### src/rtl/sw_debounce_if.sv
// Switch-side bundle of the debouncer: raw switch in, debounced level and
// strobes out toward the downstream load flip-flop.
interface sw_debounce_if;
    logic SW;
    logic DOUT;
    logic LD;
    logic RISE;
    logic FALL;
    logic BUSY;

    modport master (
        output SW,
        input  DOUT,
        input  LD,
        input  RISE,
        input  FALL,
        input  BUSY
    );

    modport slave (
        input  SW,
        output DOUT,
        output LD,
        output RISE,
        output FALL,
        output BUSY
    );
endinterface

### src/rtl/sw_debounce.sv
// Switch debouncer: two-flop synchroniser, stability counter and a registered
// load/edge strobe issued on every accepted level change.
module sw_debounce #(
    parameter int DB_CYCLES = 4,
    parameter int CW        = 16
) (
    input logic           CK,
    input logic           RB,
    sw_debounce_if.slave  bus
);

    typedef enum logic {
        STABLE = 1'b0,
        COUNT  = 1'b1
    } state_t;

    localparam logic [CW-1:0] CNT_LAST = CW'(DB_CYCLES - 1);
    localparam logic [CW-1:0] CNT_ONE  = CW'(1);

    state_t        state_q, state_d;
    logic [CW-1:0] cnt_q, cnt_d;
    logic          s1, s2;
    logic          dout_q, dout_d;
    logic          ld_q, ld_d;
    logic          rise_q, rise_d;
    logic          fall_q, fall_d;

    // Stage boundary: synchroniser, counter, FSM state and strobe registers
    always_ff @(posedge CK) begin
        if (!RB) begin
            s1      <= 1'b0;
            s2      <= 1'b0;
            state_q <= STABLE;
            cnt_q   <= '0;
            dout_q  <= 1'b0;
            ld_q    <= 1'b0;
            rise_q  <= 1'b0;
            fall_q  <= 1'b0;
        end else begin
            s1      <= bus.SW;
            s2      <= s1;
            state_q <= state_d;
            cnt_q   <= cnt_d;
            dout_q  <= dout_d;
            ld_q    <= ld_d;
            rise_q  <= rise_d;
            fall_q  <= fall_d;
        end
    end

    // Strobes default low so each one lasts exactly the cycle after a commit.
    always_comb begin
        state_d = state_q;
        cnt_d   = cnt_q;
        dout_d  = dout_q;
        ld_d    = 1'b0;
        rise_d  = 1'b0;
        fall_d  = 1'b0;
        unique case (state_q)
            STABLE: begin
                if (s2 != dout_q) begin
                    state_d = COUNT;
                    cnt_d   = CNT_ONE;
                end
            end
            COUNT: begin
                if (s2 == dout_q) begin
                    state_d = STABLE;
                    cnt_d   = '0;
                end else if (cnt_q == CNT_LAST) begin
                    state_d = STABLE;
                    cnt_d   = '0;
                    dout_d  = s2;
                    ld_d    = 1'b1;
                    rise_d  = s2;
                    fall_d  = ~s2;
                end else begin
                    cnt_d = cnt_q + CNT_ONE;
                end
            end
            default: begin
                state_d = STABLE;
                cnt_d   = '0;
            end
        endcase
    end

    assign bus.DOUT = dout_q;
    assign bus.LD   = ld_q;
    assign bus.RISE = rise_q;
    assign bus.FALL = fall_q;
    assign bus.BUSY = (state_q == COUNT);

endmodule

### src/flat_wrapper.sv
// flat-port wrapper written by rule: the top's interface ports become plain ports
module sw_debounce_flat 
#(
    parameter int DB_CYCLES = 4,
    parameter int CW        = 16
)
  (CK, RB, bus_SW, bus_DOUT, bus_LD, bus_RISE, bus_FALL, bus_BUSY);
  sw_debounce_if bus_i ();
  input logic CK;
  input logic RB;
  input wire logic [$bits(bus_i.SW)-1:0] bus_SW;
  output wire logic [$bits(bus_i.DOUT)-1:0] bus_DOUT;
  output wire logic [$bits(bus_i.LD)-1:0] bus_LD;
  output wire logic [$bits(bus_i.RISE)-1:0] bus_RISE;
  output wire logic [$bits(bus_i.FALL)-1:0] bus_FALL;
  output wire logic [$bits(bus_i.BUSY)-1:0] bus_BUSY;
  assign bus_i.SW = bus_SW;
  assign bus_DOUT = bus_i.DOUT;
  assign bus_LD = bus_i.LD;
  assign bus_RISE = bus_i.RISE;
  assign bus_FALL = bus_i.FALL;
  assign bus_BUSY = bus_i.BUSY;
  sw_debounce #(.DB_CYCLES(DB_CYCLES), .CW(CW)) u_core (.CK(CK), .RB(RB), .bus(bus_i));
endmodule
### config.mk
export PLATFORM = sky130hd
export DESIGN_NAME = sw_debounce_flat
export DESIGN_NICKNAME = d
export VERILOG_FILES = /design/src/rtl/sw_debounce_if.sv /design/src/rtl/sw_debounce.sv /design/src/flat_wrapper.sv
export SDC_FILE = /design/constraint.sdc
export NUM_CORES = 1
export LEC_CHECK = 0
export BUFFER_PORTS_ARGS = -buffer_cell sky130_fd_sc_hd__buf_2
export CAP_MARGIN = 15
export CORE_MARGIN = 1.5
export CORE_UTILIZATION = 62
export DETAILED_ROUTE_END_ITERATION = 12
export GPL_TIMING_DRIVEN = 0
export PLACE_DENSITY = 0.79
export SYNTH_ARGS = -nofsm -noshare
export SYNTH_HDL_FRONTEND = slang
export SYNTH_SLANG_ARGS = --single-unit
export TNS_END_PERCENT = 10
### constraint.sdc
create_clock -name CK -period 2.6 [get_ports CK]
set_clock_uncertainty 0.15 [all_clocks]
set_input_delay 0.26 -clock CK [delete_from_list [all_inputs] [get_ports CK]]
set_output_delay 0.26 -clock CK [all_outputs]
set_load 0.01 [all_outputs]
==> results of run 1 <==
cell usage in the layout (no fill, tap or decap), types with 3 or more instances in the layout:
cell type	netlist	final
dfxtp_1	23	23
a31oi_1	19	19
buf_2	5	12
nand3_1	11	11
nand4_1	9	9
nand2_1	8	8
and2_1	6	6
nor4_1	5	5
and3_1	4	4
inv_1	4	4
or4_1	3	3
mux2i_1	3	3
clkbuf_4	0	3
cell type report:
class                      count  area, µm²  share of cell area
buffer                        11       71.3              0.0542
clock buffer                   3       22.5              0.0171
clock inverter                 1       5.00             0.00381
inverter                       4       15.0              0.0114
multi-input combinational    100        664               0.505
sequential                    23        460               0.350
tap                           25       31.3              0.0238
timing repair buffer           8       45.0              0.0343
per-stage QoR:
stage               total power [mW]  area (µm²)  setup slack (ns)   util  hold WS (ns)
CTS                            0.547        1310             0.585  0.732       0.00131
global route                   0.563        1320             0.485  0.738         0.314
global placement               0.386        1280             0.640  0.716         0.268
floorplan                      0.380        1210             0.876      -         0.237
finish                         0.544        1320             0.585  0.738         0.301
detailed placement             0.387        1280             0.606  0.716         0.272
registers in the layout, indices dropped and copies added, names as in the netlist:
| name | count |
|---|---|
| u_core.s1 | 1 |
| u_core.bus.RISE | 1 |
| u_core.cnt_q | 16 |
| u_core.bus.FALL | 1 |
| u_core.s2 | 1 |
| u_core.bus.LD | 1 |
| u_core.bus.DOUT | 1 |
| u_core.bus.BUSY | 1 |
timing repair:
action                                  4_1_cts  5_1_grt
hold buffers                                  0        1
resized for setup                             0        0
endpoints found under the setup margin        0        0
buffers inserted                              0        0
hold endpoints to repair                      0        1
how the worst max path moves through the flow:
stage	start	to
after detailed placement	u_core.cnt_q[1]$_SDFFE_PN0P_	u_core.bus.DOUT$_SDFFE_PN0P_
after CTS	u_core.cnt_q[1]$_SDFFE_PN0P_	u_core.bus.DOUT$_SDFFE_PN0P_
after floorplan	u_core.cnt_q[0]$_SDFFE_PN0P_	u_core.bus.DOUT$_SDFFE_PN0P_
after global routing	u_core.cnt_q[0]$_SDFFE_PN0P_	u_core.bus.DOUT$_SDFFE_PN0P_
final	u_core.cnt_q[0]$_SDFFE_PN0P_	u_core.bus.DOUT$_SDFFE_PN0P_
after global placement	u_core.cnt_q[0]$_SDFFE_PN0P_	u_core.bus.DOUT$_SDFFE_PN0P_
layer usage:
| layer | part of all wire | vias to the layer above |
|---|---|---|
| met5 | 0 | - |
| met4 | 0.0054 | 0 |
| met3 | 0.040 | 2 |
| met2 | 0.50 | 45 |
| met1 | 0.46 | 540 |
| li1 | - | 561 |
power groups by stage:
stage / Sequential [mW] / Clock [mW] / Combinational [mW]
3_5_place_dp: 0.365 / 0 / 0.0219
5_1_grt: 0.358 / 0.179 / 0.0263
2_1_floorplan: 0.365 / 0 / 0.0151
3_3_place_gp: 0.365 / 0 / 0.0209
6_report: 0.357 / 0.163 / 0.0235
4_1_cts: 0.357 / 0.168 / 0.0222
cells by family after synthesis:
group,Yosys count,share of synthesized area
adder cells (fa/ha/maj),1,0.0103
flip-flops,23,0.380
multiplexers,3,0.0248
AO/OA/AOI/OAI,33,0.184
buffers and inverters,15,0.0713
XOR/XNOR,1,0.00723
AND/OR/NAND/NOR,62,0.322
==> out/qor.yml, run 1 <==
status: "completed"
finalSetupViolCount: 0
fmax_mhz: 496
synth_area_leader_cell: "dfxtp_1"
synth_ff_type: "dfxtp_1"
fp.dieH_um: 47.2
wire_per_inst_um: 15.9
numCtsBuffers: 3
drc: 0
core-area_um2: 1780
p_comb_frac: 0.043
switching_share: 0.225
max-slew-margin-rel: 0.443
rows: 15
ys_ff_latch: 23
numPortBuffers: 7
cts_sinks: 23
grt_max_degree: 14
postRouteAntennaNets: 0
ioPinCount: 8
async_flop_share: 0
p_clk_frac: 0.300
crit_slowest_cell: "dfxtp_1"
critPathArrivalTime_ns: 2.08
ys_types: 41
rsz0062_at_grt: "false"
clock_latency_ns: 0.30
seqPwrFrac: 0.657
drtIter0Drc: 53
n_fill_cell: 138
tightest_slew_ns: 0.834
power_switching_mw: 0.122
ctsHtreeMaxLevel: 1
viasPerCell: 6.56
grt_use_met2: 0.485
ys_warn_count: 0
syn_inst: 138
stdcell_count: 175
syn_nets: 142
finalCritPeriodShare: 0.775
min_path_type: "reg2reg"
rrSetupSlack_ns: 0.58
path_delay_family: "simple AND/OR/NAND/NOR gates"
top_usage_layer: "met2"
crit_chain: "ha_1 > nor4b_2 > nand4_1 > buf_2 > o21a_1 > o21a_1"
whs_endpoint: "u_core.s2$_SDFF_PN0_"
cts_tree: "built"
syn_area_um2: 1210
vias: 1148
hold_viol: 0
die_w_um: 47.2
track_usage: 0.287
grt_pass1_wl_um: 4490
antenna_found_initial: 0
start_util: 0.679
path_depth: 6
final_nets: 155
worstSetupPathType: "reg2reg"
cp_max_fo: 10
critical_path_required_ns: 2.66
dieArea_um2: 2230
cp-end-kind: "flip-flop"
internal_power_mw: 0.422
crit_buf_inv: 1
crit_top_cell: "o21a_1"
synth_commonest_cells: "23 x dfxtp_1, 19 x a31oi_1, 11 x nand3_1"
cp-start-kind: "flip-flop"
place_inst: 170
vdd_drop_max_uv: 366
fin_crit_ns: 2.02
min_path_cells: 1
ys_seq_area_frac: 0.380
worstHoldStart: "u_core.s1$_SDFF_PN0_"
p_leak_nw: 0.490
regToRegStartpoint: "u_core.cnt_q[0]$_SDFFE_PN0P_"
synth_top_cell_area_share: 0.380
synth_edf_count: 0
syn_avg_cell_area_um2: 8.78
gp_congestion: 0.890
grt_overflow: 0
grt_pass1_vias: 996
use_met1: 0.376
netlist_top_cells_area: "dfxtp_1 38%, a31oi_1 9.8%, nand4_1 4.6%, nand3_1 4.5%, and2_1 3.1%"
worst_r2r_path_depth: 6
maxSlewViolCount: 0
area_growth_pct: 8.57
wl_um: 2780
finalSetupTns_ns: 0
slowest_delay_ns: 0.40
met3_usage: 0.0462
dp_hpwl_um: 1960
clk_path_buf_depth: 2
yosysMostFrequentCell: "dfxtp_1"
power_density_nw_per_um2: 413
root_buffer: "clkbuf_4"
clk_pin_slew_ns: 0.12
drive_gt1_frac: 0.167
firstDrtPassIters: 4
r2r_end: "u_core.bus.DOUT$_SDFFE_PN0P_"
cap_violations: 0
antenna-diode-count: 0
Power figures use the tool's default switching activity.
==> inputs of run 2 (changes only) <==
CORE_UTILIZATION = 58   (was 62)
PLACE_DENSITY = 0.75   (was 0.79)
clock period = 2.05 ns   (was 2.6 ns; I/O delays follow)
==> out/qor.yml, run 2 (synthesis gave the netlist of run 1 again) <==
status: "completed"  # unchanged
drc: 0  # unchanged
worst_r2r_path_depth: 6  # unchanged
min_path_type: "in2reg"  # was reg2reg
postRouteAntennaNets: 0  # unchanged
ioPinCount: 8  # unchanged
wire_per_inst_um: 16.0  # was 15.9 µm
numPortBuffers: 7  # unchanged
start_util: 0.617  # was 0.679
crit_chain: "ha_2 > nor4b_2 > nand4_1 > buf_2 > o21a_1 > o21a_1"  # was ha_1 > nor4b_2 > nand4_1 > buf_2 > o21a_1 > o21a_1
core-area_um2: 1960  # was 1780 µm²
clk_pin_slew_ns: 0.12  # about the same
vdd_drop_max_uv: 456  # was 366 µV
finalSetupViolCount: 0  # unchanged
grt_pass1_wl_um: 4670  # was 4490 µm
final_common_cell: "dfxtp_1"  # unchanged
root_buffer: "clkbuf_4"  # unchanged
n_fill_cell: 186  # was 138
finalSetupTns_ns: 0  # unchanged
dp_hpwl_um: 1910  # was 1960 µm
dieArea_um2: 2370  # was 2230 µm²
grt_pass1_vias: 1062  # was 996
finalCritPeriodShare: 0.946  # was 0.775
grt_max_degree: 14  # unchanged
antenna-diode-count: 0  # unchanged
fmax_mhz: 516  # was 496 MHz
final_design_area_no_fill_um2: 1320  # about the same
cp-start-kind: "flip-flop"  # unchanged
vias: 1175  # was 1148
cts_sinks: 23  # unchanged
slowest_delay_ns: 0.41  # was 0.40 ns
die_w_um: 48.7  # was 47.2 µm
crit_top_cell: "o21a_1"  # unchanged
clock_latency_ns: 0.31  # was 0.30 ns
final_nets: 155  # unchanged
gp_congestion: 0.884  # was 0.890
finalPower_mw: 0.695  # was 0.544 mW
critical_path_required_ns: 2.12  # was 2.66 ns
wl_um: 2820  # was 2780 µm
rsz0062_at_grt: "false"  # unchanged
path_depth: 6  # unchanged
fp.dieH_um: 48.7  # was 47.2 µm
cap_violations: 0  # unchanged
antenna_found_initial: 0  # unchanged
cp-end-kind: "flip-flop"  # unchanged
drive_gt1_frac: 0.173  # was 0.167
cp_max_fo: 10  # unchanged
p_leak_nw: 0.487  # was 0.490 nW
final_cell_mix: "23 x dfxtp_1, 19 x a31oi_1, 12 x buf_2"  # unchanged
largest_reg_flops: 16  # unchanged
min_path_cells: 3  # was 1
numCtsBuffers: 3  # unchanged
clk_path_buf_depth: 2  # unchanged
firstDrtPassIters: 4  # unchanged
hold_viol: 0  # unchanged
crit_slowest_cell: "dfxtp_1"  # unchanged
cts_tree: "built"  # unchanged
path_delay_family: "flip-flops"  # was simple AND/OR/NAND/NOR gates
max-slew-margin-rel: 0.421  # was 0.443
power_density_nw_per_um2: 527  # was 413 nW/µm²
track_usage: 0.249  # was 0.287
critPathArrivalTime_ns: 2.01  # was 2.08 ns
worstSetupPathType: "reg2reg"  # unchanged
viasPerCell: 6.64  # was 6.56
multi_input_area_um2: 667  # was 664 µm²
grt_overflow: 0  # unchanged
regArea_um2: 460  # unchanged
tightest_slew_ns: 0.867  # was 0.834 ns
maxSlewViolCount: 0  # unchanged
crit_buf_inv: 1  # unchanged
drtIter0Drc: 38  # was 53
regMostFlops: "u_core.cnt_q"  # unchanged
place_area_um2: 1280  # about the same
fin_crit_ns: 1.94  # was 2.02 ns
area_growth_pct: 8.99  # was 8.57%
ctsHtreeMaxLevel: 1  # unchanged
rows: 16  # was 15
-- run 2: cell counts in the layout (fill, tap and decap cells not counted) --
No cell type changed its count.
-- run 2: metal layers --
layer / vias up / global-route usage / share of wire
li1: 566 / - / -
met1: 549 / 0.339 / 0.46
met2: 52 / 0.386 / 0.46
met3: 8 / 0.0340 / 0.061
met4: 0 / 0.129 / 0.022
met5: - / 0 / 0
-- run 2: worst min-delay path, stage by stage --
cell and delay [ns]:
buf_2 0.11, clkbuf_1 0.19, o21a_1 0.15
-- run 2: final timing paths --
| check | from | end | slack (ns) |
|---|---|---|---|
| worst max-delay path | u_core.cnt_q[0]$_SDFFE_PN0P_ | u_core.bus.DOUT$_SDFFE_PN0P_ | 0.11 |
| worst min-delay path | RB | u_core.bus.DOUT$_SDFFE_PN0P_ | 0.22 |
| worst max register to register | u_core.cnt_q[0]$_SDFFE_PN0P_ | u_core.bus.DOUT$_SDFFE_PN0P_ | 0.11 |
| worst min register to register | u_core.s1$_SDFF_PN0_ | u_core.s2$_SDFF_PN0_ | 0.30 |
-- run 2: through the flow --
stage,hold WS (ns),setup slack [ns],util,std cells
after floorplan,0.182,0.326,-,138
after global placement,0.260,0.0797,0.652,172
after detailed placement,0.272,0.0388,0.652,172
after CTS,0.233,0.0464,0.672,177
after global routing,0.242,0.0530,0.673,177
final,0.223,0.111,0.673,177
-- run 2: where the power goes --
part           internal, mW  switching, mW
registers             0.450        0.00288
logic                0.0117         0.0179
clock network        0.0730          0.140
-- run 2: area by class of cell --
type / instances / share of cell area
well taps: 27 / 0.0256
flip-flops and latches: 23 / 0.349
plain buffers: 11 / 0.0540
inverters: 4 / 0.0114
repair buffers: 8 / 0.0341
clock buffers: 3 / 0.0171
clock inverters: 1 / 0.00379
multi-input cells: 100 / 0.505
-- run 2: what timing repair did --
item / in CTS / in global routing
hold buffers: 1 / 0
buffers inserted: 0 / 0
gates resized for setup: 0 / 1
setup endpoints to repair: 0 / 3
endpoints found under the hold margin: 1 / 0
